$ cat src/rtl/procb_state_restore.sv
`timescale 1ns/1ps
`default_nettype none
// ============================================================================
//  Module   : procb_state_restore
//  Purpose  : Reader/unpacker for the per-thread process_bytes saved-state
//             memory. On a restore request it reads the thread's saved record.
//             It replays the pending padded bytes as a byte stream and reports
//             bytes_total and the finish flag. It then writes the record back
//             with its valid bit cleared, so each saved state is consumed once.
//  Revision : 1.0  initial release
// ----------------------------------------------------------------------------
//  Ports
//    CLK                  in   clock
//    RESET_N              in   synchronous active-low reset
//    req_valid            in   restore request
//    req_thread_num       in   thread to restore
//    req_ready            out  request accepted when high with req_valid
//    rd_thread_num        out  registered read address (async-read memory)
//    rd_dout              in   memory read data
//    snoop_wr_en          in   copy of memory write enable (bypass / check)
//    snoop_wr_thread_num  in   copy of memory write address
//    snoop_din            in   copy of memory write data
//    out_valid            out  pending-byte stream valid
//    out_ready            in   pending-byte stream ready
//    out_byte             out  pending byte
//    out_last             out  last pending byte of the record
//    info_valid           out  one-cycle summary strobe
//    info_empty           out  restored record was not valid
//    info_fin             out  saved finish flag
//    info_bytes_total     out  saved bytes_total
//    clr_wr_en            out  write-back of the consumed record
//    clr_thread_num       out  write-back address
//    clr_din              out  write-back data (valid bit cleared)
//    err                  out  sticky protocol error
// ----------------------------------------------------------------------------
//  Record layout (LSB up):
//    [0] valid, [1] fin, [13:2] bytes_total, [17:14] npend (0..8),
//    [81:18] pend_data with byte k at [18+8k +: 8]
// ============================================================================
module procb_state_restore #(
   parameter int N_THREADS     = 6,
   parameter int N_THREADS_MSB = (N_THREADS > 1) ? $clog2(N_THREADS) - 1 : 0,
   parameter int SAVE_WIDTH    = 82
) (
   input  logic                     CLK,
   input  logic                     RESET_N,
   // restore request from the thread scheduler
   input  logic                     req_valid,
   input  logic [N_THREADS_MSB:0]   req_thread_num,
   output logic                     req_ready,
   // saved-state memory read port
   output logic [N_THREADS_MSB:0]   rd_thread_num,
   input  logic [SAVE_WIDTH-1:0]    rd_dout,
   // copy of the saved-state memory write port
   input  logic                     snoop_wr_en,
   input  logic [N_THREADS_MSB:0]   snoop_wr_thread_num,
   input  logic [SAVE_WIDTH-1:0]    snoop_din,
   // pending-byte stream
   output logic                     out_valid,
   input  logic                     out_ready,
   output logic [7:0]               out_byte,
   output logic                     out_last,
   // restore summary
   output logic                     info_valid,
   output logic                     info_empty,
   output logic                     info_fin,
   output logic [11:0]              info_bytes_total,
   // write-back of the consumed record
   output logic                     clr_wr_en,
   output logic [N_THREADS_MSB:0]   clr_thread_num,
   output logic [SAVE_WIDTH-1:0]    clr_din,
   // sticky protocol error
   output logic                     err
);

   // ------------------------------------------------------------------------
   // State encoding
   // ------------------------------------------------------------------------
   localparam logic [1:0] S_IDLE    = 2'd0;
   localparam logic [1:0] S_LOAD    = 2'd1;
   localparam logic [1:0] S_EMIT    = 2'd2;
   localparam logic [1:0] S_SUMMARY = 2'd3;

   // Largest number of pending bytes a record can carry.
   localparam logic [3:0] c_MAX_PEND = 4'd8;

   // ------------------------------------------------------------------------
   // Registers
   // ------------------------------------------------------------------------
   logic [1:0]              r_state;
   logic [N_THREADS_MSB:0]  r_thr;
   logic [N_THREADS_MSB:0]  r_rd_thread_num;
   logic [SAVE_WIDTH-1:0]   r_rec;
   logic [3:0]              r_npend;     // effective (clamped) pending count
   logic [2:0]              r_idx;       // byte being presented on the stream
   logic                    r_err;

   // ------------------------------------------------------------------------
   // Combinational helpers
   // ------------------------------------------------------------------------
   logic                    w_snoop_hit;
   logic [SAVE_WIDTH-1:0]   w_load_rec;
   logic                    w_load_valid;
   logic [3:0]              w_load_npend;
   logic                    w_load_over;
   logic [3:0]              w_load_npend_eff;
   logic [63:0]             w_pend_data;
   logic                    w_emit;
   logic                    w_summary;
   logic                    w_last;
   logic                    w_clr;

   // A write to the thread being restored, seen on the memory write port.
   assign w_snoop_hit = snoop_wr_en && (snoop_wr_thread_num == r_thr);

   // During LOAD the async read still shows the old contents if the memory
   // is being written in the same cycle, so the in-flight write data wins.
   assign w_load_rec       = w_snoop_hit ? snoop_din : rd_dout;
   assign w_load_valid     = w_load_rec[0];
   assign w_load_npend     = w_load_rec[17:14];
   assign w_load_over      = w_load_valid && (w_load_npend > c_MAX_PEND);
   assign w_load_npend_eff = w_load_over ? c_MAX_PEND : w_load_npend;

   assign w_pend_data = r_rec[81:18];
   assign w_emit      = (r_state == S_EMIT);
   assign w_summary   = (r_state == S_SUMMARY);

   // r_npend is at least 1 whenever EMIT is reachable, so the subtraction
   // cannot wrap while the comparison matters.
   assign w_last = ({1'b0, r_idx} == (r_npend - 4'd1));

   // Only a record that was actually valid is consumed and written back.
   assign w_clr = w_summary && r_rec[0];

   // ------------------------------------------------------------------------
   // Control FSM and datapath registers
   // ------------------------------------------------------------------------
   always_ff @(posedge CLK) begin
      if (!RESET_N) begin
         r_state         <= S_IDLE;
         r_thr           <= '0;
         r_rd_thread_num <= '0;
         r_rec           <= '0;
         r_npend         <= '0;
         r_idx           <= '0;
         r_err           <= 1'b0;
      end else begin
         case (r_state)
            S_IDLE: begin
               if (req_valid) begin
                  r_thr           <= req_thread_num;
                  r_rd_thread_num <= req_thread_num;
                  r_state         <= S_LOAD;
               end
            end

            S_LOAD: begin
               r_rec   <= w_load_rec;
               r_npend <= w_load_npend_eff;
               r_idx   <= 3'd0;
               if (w_load_over) begin
                  r_err <= 1'b1;
               end
               if (!w_load_valid || (w_load_npend == 4'd0)) begin
                  r_state <= S_SUMMARY;
               end else begin
                  r_state <= S_EMIT;
               end
            end

            S_EMIT: begin
               // The captured record is owned by this block until the
               // write-back; a foreign write now would be silently lost.
               if (w_snoop_hit) begin
                  r_err <= 1'b1;
               end
               if (out_ready) begin
                  if (w_last) begin
                     r_state <= S_SUMMARY;
                  end else begin
                     r_idx <= r_idx + 3'd1;
                  end
               end
            end

            S_SUMMARY: begin
               if (w_snoop_hit) begin
                  r_err <= 1'b1;
               end
               r_state <= S_IDLE;
            end

            default: begin
               r_state <= S_IDLE;
            end
         endcase
      end
   end

   // ------------------------------------------------------------------------
   // Outputs
   // ------------------------------------------------------------------------
   assign req_ready     = RESET_N && (r_state == S_IDLE);
   assign rd_thread_num = r_rd_thread_num;

   // Byte and last flag depend only on registers, so they hold steady while
   // the consumer stalls.
   assign out_valid = w_emit;
   assign out_byte  = w_emit ? w_pend_data[{r_idx, 3'b000} +: 8] : 8'h00;
   assign out_last  = w_emit && w_last;

   assign info_valid       = w_summary;
   assign info_empty       = w_summary && !r_rec[0];
   assign info_fin         = w_summary && r_rec[1];
   assign info_bytes_total = w_summary ? r_rec[13:2] : 12'h000;

   assign clr_wr_en      = w_clr;
   assign clr_thread_num = w_clr ? r_thr : '0;
   assign clr_din        = w_clr ? {r_rec[SAVE_WIDTH-1:1], 1'b0} : '0;

   assign err = r_err;

endmodule
`default_nettype wire
$ cat config.mk
export PLATFORM = sky130hd
export DESIGN_NAME = procb_state_restore
export DESIGN_NICKNAME = d
export VERILOG_FILES = /design/src/rtl/procb_state_restore.sv
export SDC_FILE = /design/constraint.sdc
export NUM_CORES = 1
export LEC_CHECK = 0
export ABC_CLOCK_PERIOD_IN_PS = 3200
export CORE_ASPECT_RATIO = 1.2
export CORE_MARGIN = 4
export CORE_UTILIZATION = 44
export CTS_CLUSTER_SIZE = 16
export DETAILED_ROUTE_END_ITERATION = 10
export GPL_TIMING_DRIVEN = 0
export PLACE_DENSITY = 0.88
export SETUP_SLACK_MARGIN = 0.05
export SLEW_MARGIN = 30
export SYNTH_ARGS = -nofsm -noshare
export SYNTH_HDL_FRONTEND = slang
export SYNTH_SLANG_ARGS = --single-unit
export TNS_END_PERCENT = 10
$ cat constraint.sdc
create_clock -name CLK -period 3.2 [get_ports CLK]
set_input_delay 0.48 -clock CLK [delete_from_list [all_inputs] [get_ports CLK]]
set_output_delay 0.48 -clock CLK [all_outputs]
set_load 0.02 [all_outputs]
==> flow_summary.ini, run 1 <==
[timing]
fin_worst_skew_ns = 0.00610
fin_crit_ns = 3.06
slew_violations = 0
rsz0062_at_grt = true
worst_pin_slew_ns = 0.670
fin_crit_sh_pct = 95.5
fmax_mhz = 327
hold_viol = 0
tns_ns = 0
max_slew_margin_pct = 55.3
setup_viol = 0

[clocking]
cts_inserted_buffers = 9
clock-sinks = 95
clkLatencyLatePin_ns = 0.35
h-tree-depth = 3
cts_tree = yes
cts_root_buf = clkbuf_16
clk_pin_slew_worst_paths_ns = 0.06
clockBufferDepth = 2

[global_routing]
grt_pass1_wl_mm = 32.9
grt_pass1_vias = 6203
gr-total-overflow = 0
antenna_found_initial = 0
grt_max_degree = 15
track_usage_pct = 27.9

[synth]
syn_area_mm2 = 0.00564
synth.distinct_cells = 40
synth_cells = 628
synth.avg_cell_area_um2 = 8.98
ys_seq_area_share_pct = 33.7
synth_fp_nets = 810
synth_area_leaders = dfxtp_1 34%, mux2i_1 16%, a211oi_1 11%, and3_1 9.3%, mux4_2 6.4%
synth_top_area_share_pct = 33.7
ys_ff_latch = 95
synth_top_area_cell = dfxtp_1
yosys_warnings = 0

[cells_and_area]
layout_common_cells = 289 x clkdlybuf4s50_1, 95 x dfxtp_1, 90 x mux2i_1, 87 x nor2_1, 85 x a211oi_1
layout_commonest_cell = clkdlybuf4s50_1
n_fill_cell = 987
drive_gt1_share_pct = 5.58
seqCellArea_mm2 = 0.00190
finalNonFillerCells = 1096
synthToLayoutAreaGrowth_pct = 61.0
diodes = 0
multi_input_area_mm2 = 0.00342
layout.nets = 1110

[floorplanning]
die_h_um = 132
die_w_um = 111
dieArea_mm2 = 0.0147
core_mm2 = 0.0126
row_count = 45
initial_core_util_pct = 44.7
ioPinCount = 291

[pwr]
leakagePower_nw = 3.99
powerDensity_mw_per_mm2 = 613
ir_worst_vdd_v = 0.000303

[placement]
hpwl_mm = 16.8
gp_congestion = 0.932
portBuffers = 289
place_inst = 1081

[drt]
first_pass_iters = 5
drtIter0Drc = 339
postRouteAntennaNets = 0
drc = 0
vias_per_cell = 5.52
finalWirelength_mm = 21.3
via_count = 6052
routedWlPerCell_um = 19.4

[critical_path]
cp-start-kind = flip-flop
worstPathArrival_ns = 2.58
crit_type = reg -> out
required_ns = 2.72
cp_max_fo = 10
crit_path_end_kind = output pin

[hold_path]
hold_class = reg -> reg

[run_status]
outcome = finished, final reports clean

[run]
cap_violations = 0
==> per-stage QoR <==
stage | area (um2) | total power, mW | hold WS (ns) | setup WS (ns) | utilization [%]
after global routing | 9080 | 5.91 | 0.485 | 0.0196 | 72.0
after CTS | 9070 | 5.54 | 0.450 | 0.0547 | 71.9
after detailed placement | 8740 | 4.33 | 0.434 | 0.0375 | 69.3
after global placement | 8740 | 4.24 | 0.428 | 0.0792 | 69.3
final | 9080 | 5.57 | 0.448 | 0.145 | 72.0
after floorplan | 5640 | 3.40 | 0.420 | 1.09 | -
==> cells in the mapped netlist <==
cell type	n
a311oi_1	1
mux2_1	1
nor2b_1	10
a211oi_2	1
o311ai_0	1
a21oi_2	1
xnor2_1	3
and3_1	84
or4_1	1
conb_1	1
ha_1	7
nor3_1	2
or3_1	6
nand2_1	13
o211ai_1	2
inv_1	5
buf_2	2
a31oi_1	3
or3b_2	1
mux4_2	16
nand3_1	4
mux2i_1	90
o31ai_1	2
inv_2	1
dfxtp_1	95
or2_2	1
o21ai_0	2
nor2_1	87
clkbuf_1	50
a211oi_1	85
buf_6	2
buf_4	10
nand2b_1	2
o41ai_1	1
buf_1	1
and2_1	16
nand4_1	2
o21a_1	4
a21oi_1	9
xor2_1	3
==> where the power goes <==
part	leakage (nW)	switching, mW	internal (mW)	total (mW)
Combinational	3.05	1.28	1.03	2.31
Sequential	0.783	0.407	1.63	2.04
Clock	0.160	0.457	0.759	1.22
==> state kept, by name, summed over array words and instances (netlist names) <==
name           cells
rd_thread_num      3
r_rec             82
r_state            2
err                1
r_idx              3
r_npend            4
==> worst max-delay path: stages (launching register included) <==
cell	delay (ns)
dfxtp_1	0.53
clkbuf_1	0.46
clkbuf_1	0.35
and3_1	0.26
clkdlybuf4s50_1	0.63
==> what timing repair did <==
item	CTS	global route
resized for setup	3	4
hold endpoints to repair	0	0
setup endpoints to repair	64	19
hold buffers	0	0
buffers inserted	0	0
==> kinds of logic (layout without fill, tap and decap cells) <==
logic type / count (synthesis) / in the layout / share of synthesized area [%]
buf+inv: 71 / 375 / 5.70
fa+ha+maj: 7 / 7 / 1.55
xor+xnor: 6 / 6 / 0.932
simple gates: 229 / 229 / 20.9
compound gates: 112 / 112 / 14.5
other cells: 1 / 1 / 0.0665
mux: 107 / 107 / 22.6
flops: 95 / 95 / 33.7
==> layout make-up <==
type | count | area share [%]
Multi-Input combinational cell | 462 | 37.7
Timing Repair Buffer | 289 | 31.9
Sequential cell | 95 | 20.9
Buffer | 65 | 3.38
Clock buffer | 11 | 2.56
Tap cell | 164 | 2.26
Clock inverter | 4 | 1.05
Inverter | 6 | 0.248
==> path summary, 6_finish.rpt <==
check	from	endpoint	slack [ns]	depth (start not counted)
worst max-delay path	r_rec[0]$_SDFFE_PN0P_	clr_din[58]	0.14	4
worst min-delay path	r_rec[17]$_SDFFE_PN0P_	r_rec[17]$_SDFFE_PN0P_	0.45	1
worst max register to register	r_state[1]$_SDFFE_PN0P_	r_rec[36]$_SDFFE_PN0P_	1.07	6
worst min register to register	r_rec[17]$_SDFFE_PN0P_	r_rec[17]$_SDFFE_PN0P_	0.45	1
==> metal layers <==
| metal | GRT usage [%] | wire, um |
|---|---|---|
| met1 | 32.6 | 8440 |
| met2 | 51.2 | 11100 |
| met3 | 4.78 | 1280 |
| met4 | 9.20 | 506 |
| met5 | 0 | 0 |
No activity file was read; power rests on OpenSTA's default activity.
==> run 2, diff against run 1 <==
--- a/config.mk
+++ b/config.mk
@@ -6,13 +6,15 @@
 export NUM_CORES = 1
 export LEC_CHECK = 0
 export ABC_CLOCK_PERIOD_IN_PS = 3200
+export CELL_PAD_IN_SITES_DETAIL_PLACEMENT = 1
+export CELL_PAD_IN_SITES_GLOBAL_PLACEMENT = 2
 export CORE_ASPECT_RATIO = 1.2
 export CORE_MARGIN = 4
-export CORE_UTILIZATION = 44
+export CORE_UTILIZATION = 24
 export CTS_CLUSTER_SIZE = 16
 export DETAILED_ROUTE_END_ITERATION = 10
 export GPL_TIMING_DRIVEN = 0
-export PLACE_DENSITY = 0.88
+export PLACE_DENSITY_LB_ADDON = 0.1
 export SETUP_SLACK_MARGIN = 0.05
 export SLEW_MARGIN = 30
 export SYNTH_ARGS = -nofsm -noshare
==> run 2 against run 1 <==
Sequential cell count unchanged. Combinational power up 3%. Cell count up 14%. Critical path depth up 2. Utilization down 32 points. Register-to-register slack worse by 0.09 ns. Non-clock buffer count unchanged. Fmax up 0.99%. Clock skew up 0.00058 ns. Wire length up 18%. Global-route usage down 9.2 points. Hold slack better by 0.013 ns. Critical endpoint is now out_byte[0]. Largest power group unchanged. Highest routed layer is now met5.
==> flow_summary.ini, run 2 (synthesized netlist as in run 1, its figures left out) <==
[run_status]
outcome = finished, final reports clean

[cells_and_area]
layout_commonest_cell = clkdlybuf4s50_1
largest_reg_flops = 82
diodes = 0
layout_common_cells = 285 x clkdlybuf4s50_1, 95 x dfxtp_1, 90 x mux2i_1, 87 x nor2_1, 85 x a211oi_1
utilization_pct = 40.0
top_regs = r_rec: 82 flops, r_npend: 4 flops
regMostFlops = r_rec
synthToLayoutAreaGrowth_pct = 63.9
drive_gt1_share_pct = 5.90
layout.nets = 1110
n_fill_cell = 2697

[critical_path]
worstPathCellList = buf_6 > clkbuf_4 > mux4_2 > mux2i_1 > nor2b_1 > clkdlybuf4s50_1
crit_buf_inv = 3
slowest_stage = mux4_2
crit_path_end_kind = output pin
required_ns = 2.72
cpPeakStageDelay_ns = 0.59
r2r_setup_slack_ns = 0.98
crit_type = reg -> out
path_delay_family = buffers and inverters
cp_max_fo = 10
worstPathArrival_ns = 2.55
cp-start-kind = flip-flop

[drt]
drtIter0Drc = 243
via_count = 6001
vias_per_cell = 4.81
drc = 0
first_pass_iters = 4
postRouteAntennaNets = 0
finalWirelength_mm = 25.1
routedWlPerCell_um = 20.1

[floorplanning]
ioPinCount = 291
core_mm2 = 0.0231
row_count = 61
die_w_um = 148
initial_core_util_pct = 24.4
die_h_um = 176
dieArea_mm2 = 0.0260

[timing]
fin_worst_skew_ns = 0.00668
tns_ns = 0
rsz0062_at_grt = false
fin_crit_sh_pct = 94.5
fin_crit_ns = 3.03
final.setup.worst_slack_ns = 0.175
max_slew_margin_pct = 53.0
fmax_mhz = 331
slew_violations = 0
worst_pin_slew_ns = 0.705
hold_viol = 0
setup_viol = 0

[placement]
gp_congestion = 0.820
portBuffers = 289
place_ws_ns = -0.00688
hpwl_mm = 20.2

[global_routing]
track_usage_pct = 18.7
grt_pass1_wl_mm = 37.7
antenna_found_initial = 1
grt_max_degree = 16
gr-total-overflow = 0
grt_pass1_vias = 6623

[pwr]
powerDensity_mw_per_mm2 = 595
leakagePower_nw = 4.05
ir_worst_vdd_v = 0.000272
power_mw = 5.50

[clocking]
cts_inserted_buffers = 9
clock-sinks = 95
holdBufCountCts = 0
h-tree-depth = 3
cts_root_buf = clkbuf_16
clockBufferDepth = 2
clk_pin_slew_worst_paths_ns = 0.06
cts_tree = yes
clkLatencyLatePin_ns = 0.35

[hold_path]
hold_class = reg -> reg

[run]
cap_violations = 0
run 2: metal layers:
layer  share of wire [%]  wire, um  global-route usage [%]  vias to the layer above
li1                    -         -                       -                     2898
met1                  39      9840                    21.2                     2859
met2                  52     13000                    34.3                      214
met3                 6.6      1660                    4.83                       28
met4                 2.1       523                    5.85                        2
met5               0.080        20                       0                        -
run 2: final cells by class:
class	count	area [um2]	area share, %
Tap cell	315	394	4.26
Inverter	6	22.5	0.244
Clock inverter	5	60.1	0.650
Buffer	65	309	3.34
Sequential cell	95	1900	20.6
Timing Repair Buffer	289	2900	31.4
Multi-Input combinational cell	462	3420	37.0
Clock buffer	10	229	2.48
run 2: power breakdown:
| part | internal [mW] | total (mW) | switching, mW |
|---|---|---|---|
| combinational | 1.04 | 2.37 | 1.33 |
| sequential | 1.63 | 2.05 | 0.419 |
| clock | 0.603 | 1.08 | 0.474 |
run 2: repair_timing:
item,in CTS,in global routing
cloned,0,0
setup buffers,0,0
gates resized for setup,7,7
setup endpoints to repair,108,16
run 2: final timing paths:
check                               start                      to  cells after the start
setup / recovery    r_idx[0]$_SDFFE_PN0P_             out_byte[0]                      6
hold / removal     r_rec[17]$_SDFFE_PN0P_  r_rec[17]$_SDFFE_PN0P_                      1
setup reg to reg  r_state[1]$_SDFFE_PN0P_  r_rec[80]$_SDFFE_PN0P_                      6
hold reg to reg    r_rec[17]$_SDFFE_PN0P_  r_rec[17]$_SDFFE_PN0P_                      1
run 2: per-stage QoR:
| stage | std cells | cell area, um2 | hold WS (ns) |
|---|---|---|---|
| after global placement | 1232 | 8920 | 0.435 |
| after global routing | 1247 | 9240 | 0.492 |
| after CTS | 1247 | 9230 | 0.472 |
| after detailed placement | 1232 | 8920 | 0.456 |
| final | 1247 | 9240 | 0.461 |
| after floorplan | 628 | 5640 | 0.420 |
==> run 3, diff against run 2 <==
--- a/config.mk
+++ b/config.mk
@@ -13,7 +13,6 @@
 export CORE_UTILIZATION = 24
 export CTS_CLUSTER_SIZE = 16
 export DETAILED_ROUTE_END_ITERATION = 10
-export GPL_TIMING_DRIVEN = 0
 export PLACE_DENSITY_LB_ADDON = 0.1
 export SETUP_SLACK_MARGIN = 0.05
 export SLEW_MARGIN = 30
==> run 3 against run 2 <==
Worst setup slack better by 0.039 ns. Combinational power is 7% lower. Sequential cell count did not move. Sequential power increased by 2%. Sequential share of layout area is 0.33 points higher. Cell count down 3.9%. Critical endpoint is now clr_din[81]. Largest cell class unchanged.
==> flow_summary.ini, run 3 (synthesized netlist as in run 1, its figures left out) <==
[floorplanning]
ioPinCount = 291
die_h_um = 176
row_count = 61
dieArea_mm2 = 0.0260
initial_core_util_pct = 24.4
core_mm2 = 0.0231
die_w_um = 148

[run]
cap_violations = 0

[pwr]
switching_share_pct = 39.4
clkPwrFrac_pct = 20.5
seqPwrFrac_pct = 38.8
intPower_mw = 3.29
leakagePower_nw = 3.92
ir_worst_vdd_v = 0.000296
powerDensity_mw_per_mm2 = 596
power_mw = 5.43
switching_power_mw = 2.14
combinationalPowerShare_pct = 40.7

[critical_path]
slowest_stage = clkdlybuf4s50_1
path_delay_family = buffers and inverters
cp_max_fo = 75
crit_path_end_kind = output pin
required_ns = 2.72
cp-start-kind = flip-flop
crit_buf_inv = 2
worstPathArrival_ns = 2.51
cpPeakStageDelay_ns = 0.69
worstPathCellList = ha_2 > buf_4 > and3_1 > clkdlybuf4s50_1
crit_type = reg -> out

[cells_and_area]
layout_commonest_cell = clkdlybuf4s50_1
synthToLayoutAreaGrowth_pct = 61.4
largest_reg_flops = 82
layout_common_cells = 288 x clkdlybuf4s50_1, 94 x dfxtp_1, 90 x mux2i_1, 87 x nor2_1, 85 x a211oi_1
design_area_mm2 = 0.00910
top_regs = r_rec: 82 flops, r_npend: 4 flops
layout.nets = 1059
drive_gt1_share_pct = 6.01
n_fill_cell = 2650
regMostFlops = r_rec

[hold_path]
hold_class = reg -> reg

[clocking]
clk_pin_slew_worst_paths_ns = 0.07
cts_tree = yes
cts_setup_buffers = 0
holdBufCountCts = 0
cts_inserted_buffers = 9
clockBufferDepth = 2
cts_root_buf = clkbuf_16
clock-sinks = 95
post_cts_resized = 0
clkLatencyLatePin_ns = 0.35
h-tree-depth = 3

[drt]
first_pass_iters = 4
wl_met2_mm = 12.2
drc = 0
dr_wl_met3_mm = 1.61
drtIter0Drc = 234
dr.max_layer_used = met5
via_count = 5757
vias_per_cell = 4.81
routedWlPerCell_um = 19.7
wl_met1_mm = 9.52
finalWirelength_mm = 23.6
postRouteAntennaNets = 0

[timing]
slew_violations = 0
hold_viol = 0
tns_ns = 0
setup_viol = 0
worst_pin_slew_ns = 0.767
fin_crit_ns = 2.99
rsz0062_at_grt = false
max_slew_margin_pct = 48.8
fin_worst_skew_ns = 0.00585
fmax_mhz = 335
fin_crit_sh_pct = 93.3

[placement]
hpwl_mm = 18.5
placed_cell_area_mm2 = 0.00880
gp_congestion = 0.769
portBuffers = 289

[global_routing]
grt_pass1_vias = 6166
antenna_found_initial = 1
grt_pass1_wl_mm = 36.1
grt_max_degree = 76
gr-total-overflow = 0
track_usage_pct = 17.8

[run_status]
outcome = finished, final reports clean
==> run 3: cell types whose count changed in the layout (fill, tap and decap cells not counted), moves of 2 or more <==
cell	change
clkdlybuf4s50_1	+3
buf_6	-2
clkbuf_2	-4
ha_1	-2
clkbuf_1	-43
buf_2	-3
buf_12	+4
dlymetal6s2s_1	-4
==> run 3: final cells by class <==
type	instances	area [um2]	area share (%)
sequential	95	1900	20.9
timing repair buffer	303	3050	33.5
antenna	1	2.50	0.0275
clock buffer	12	246	2.71
clock inverter	4	55.1	0.605
multi-input combinational	462	3430	37.7
inverter	6	23.8	0.261
tap	315	394	4.33
==> run 3: per-stage QoR <==
stage	utilization [%]	hold slack [ns]	cells	setup WS, ns
4_1_cts	39.3	0.490	1197	0.175
3_3_place_gp	38.0	0.456	1181	0.649
2_1_floorplan	-	0.420	628	1.09
3_5_place_dp	38.0	0.475	1181	0.569
5_1_grt	39.3	0.499	1197	0.0765
6_report	39.3	0.481	1198	0.213
==> run 3: final timing paths <==
| check | slack (ns) | depth (start not counted) | startpoint | endpoint |
|---|---|---|---|---|
| setup / recovery | 0.21 | 4 | r_state[0]$_SDFFE_PN0P_ | clr_din[81] |
| setup reg to reg | 1.17 | 6 | r_idx[1]$_SDFFE_PN0P_ | r_idx[1]$_SDFFE_PN0P_ |
| hold / removal | 0.48 | 1 | err$_SDFFE_PN0P_ | err$_SDFFE_PN0P_ |
| hold reg to reg | 0.48 | 1 | err$_SDFFE_PN0P_ | err$_SDFFE_PN0P_ |
==> run 3: power groups by stage <==
| stage | sequential [mW] | combinational (mW) | clock (mW) |
|---|---|---|---|
| 6_report | 2.10 | 2.21 | 1.11 |
| 5_1_grt | 2.17 | 2.48 | 1.21 |
| 4_1_cts | 2.12 | 2.26 | 1.16 |
| 3_5_place_dp | 2.14 | 2.26 | 0 |
| 3_3_place_gp | 2.14 | 2.17 | 0 |
| 2_1_floorplan | 1.87 | 1.53 | 0 |
==> run 3: metal layers <==
layer,vias up,global-route usage [%]
met2,180,32.5
met3,18,5.47
met4,2,3.89
met5,-,0
met1,2764,20.3
li1,2793,-
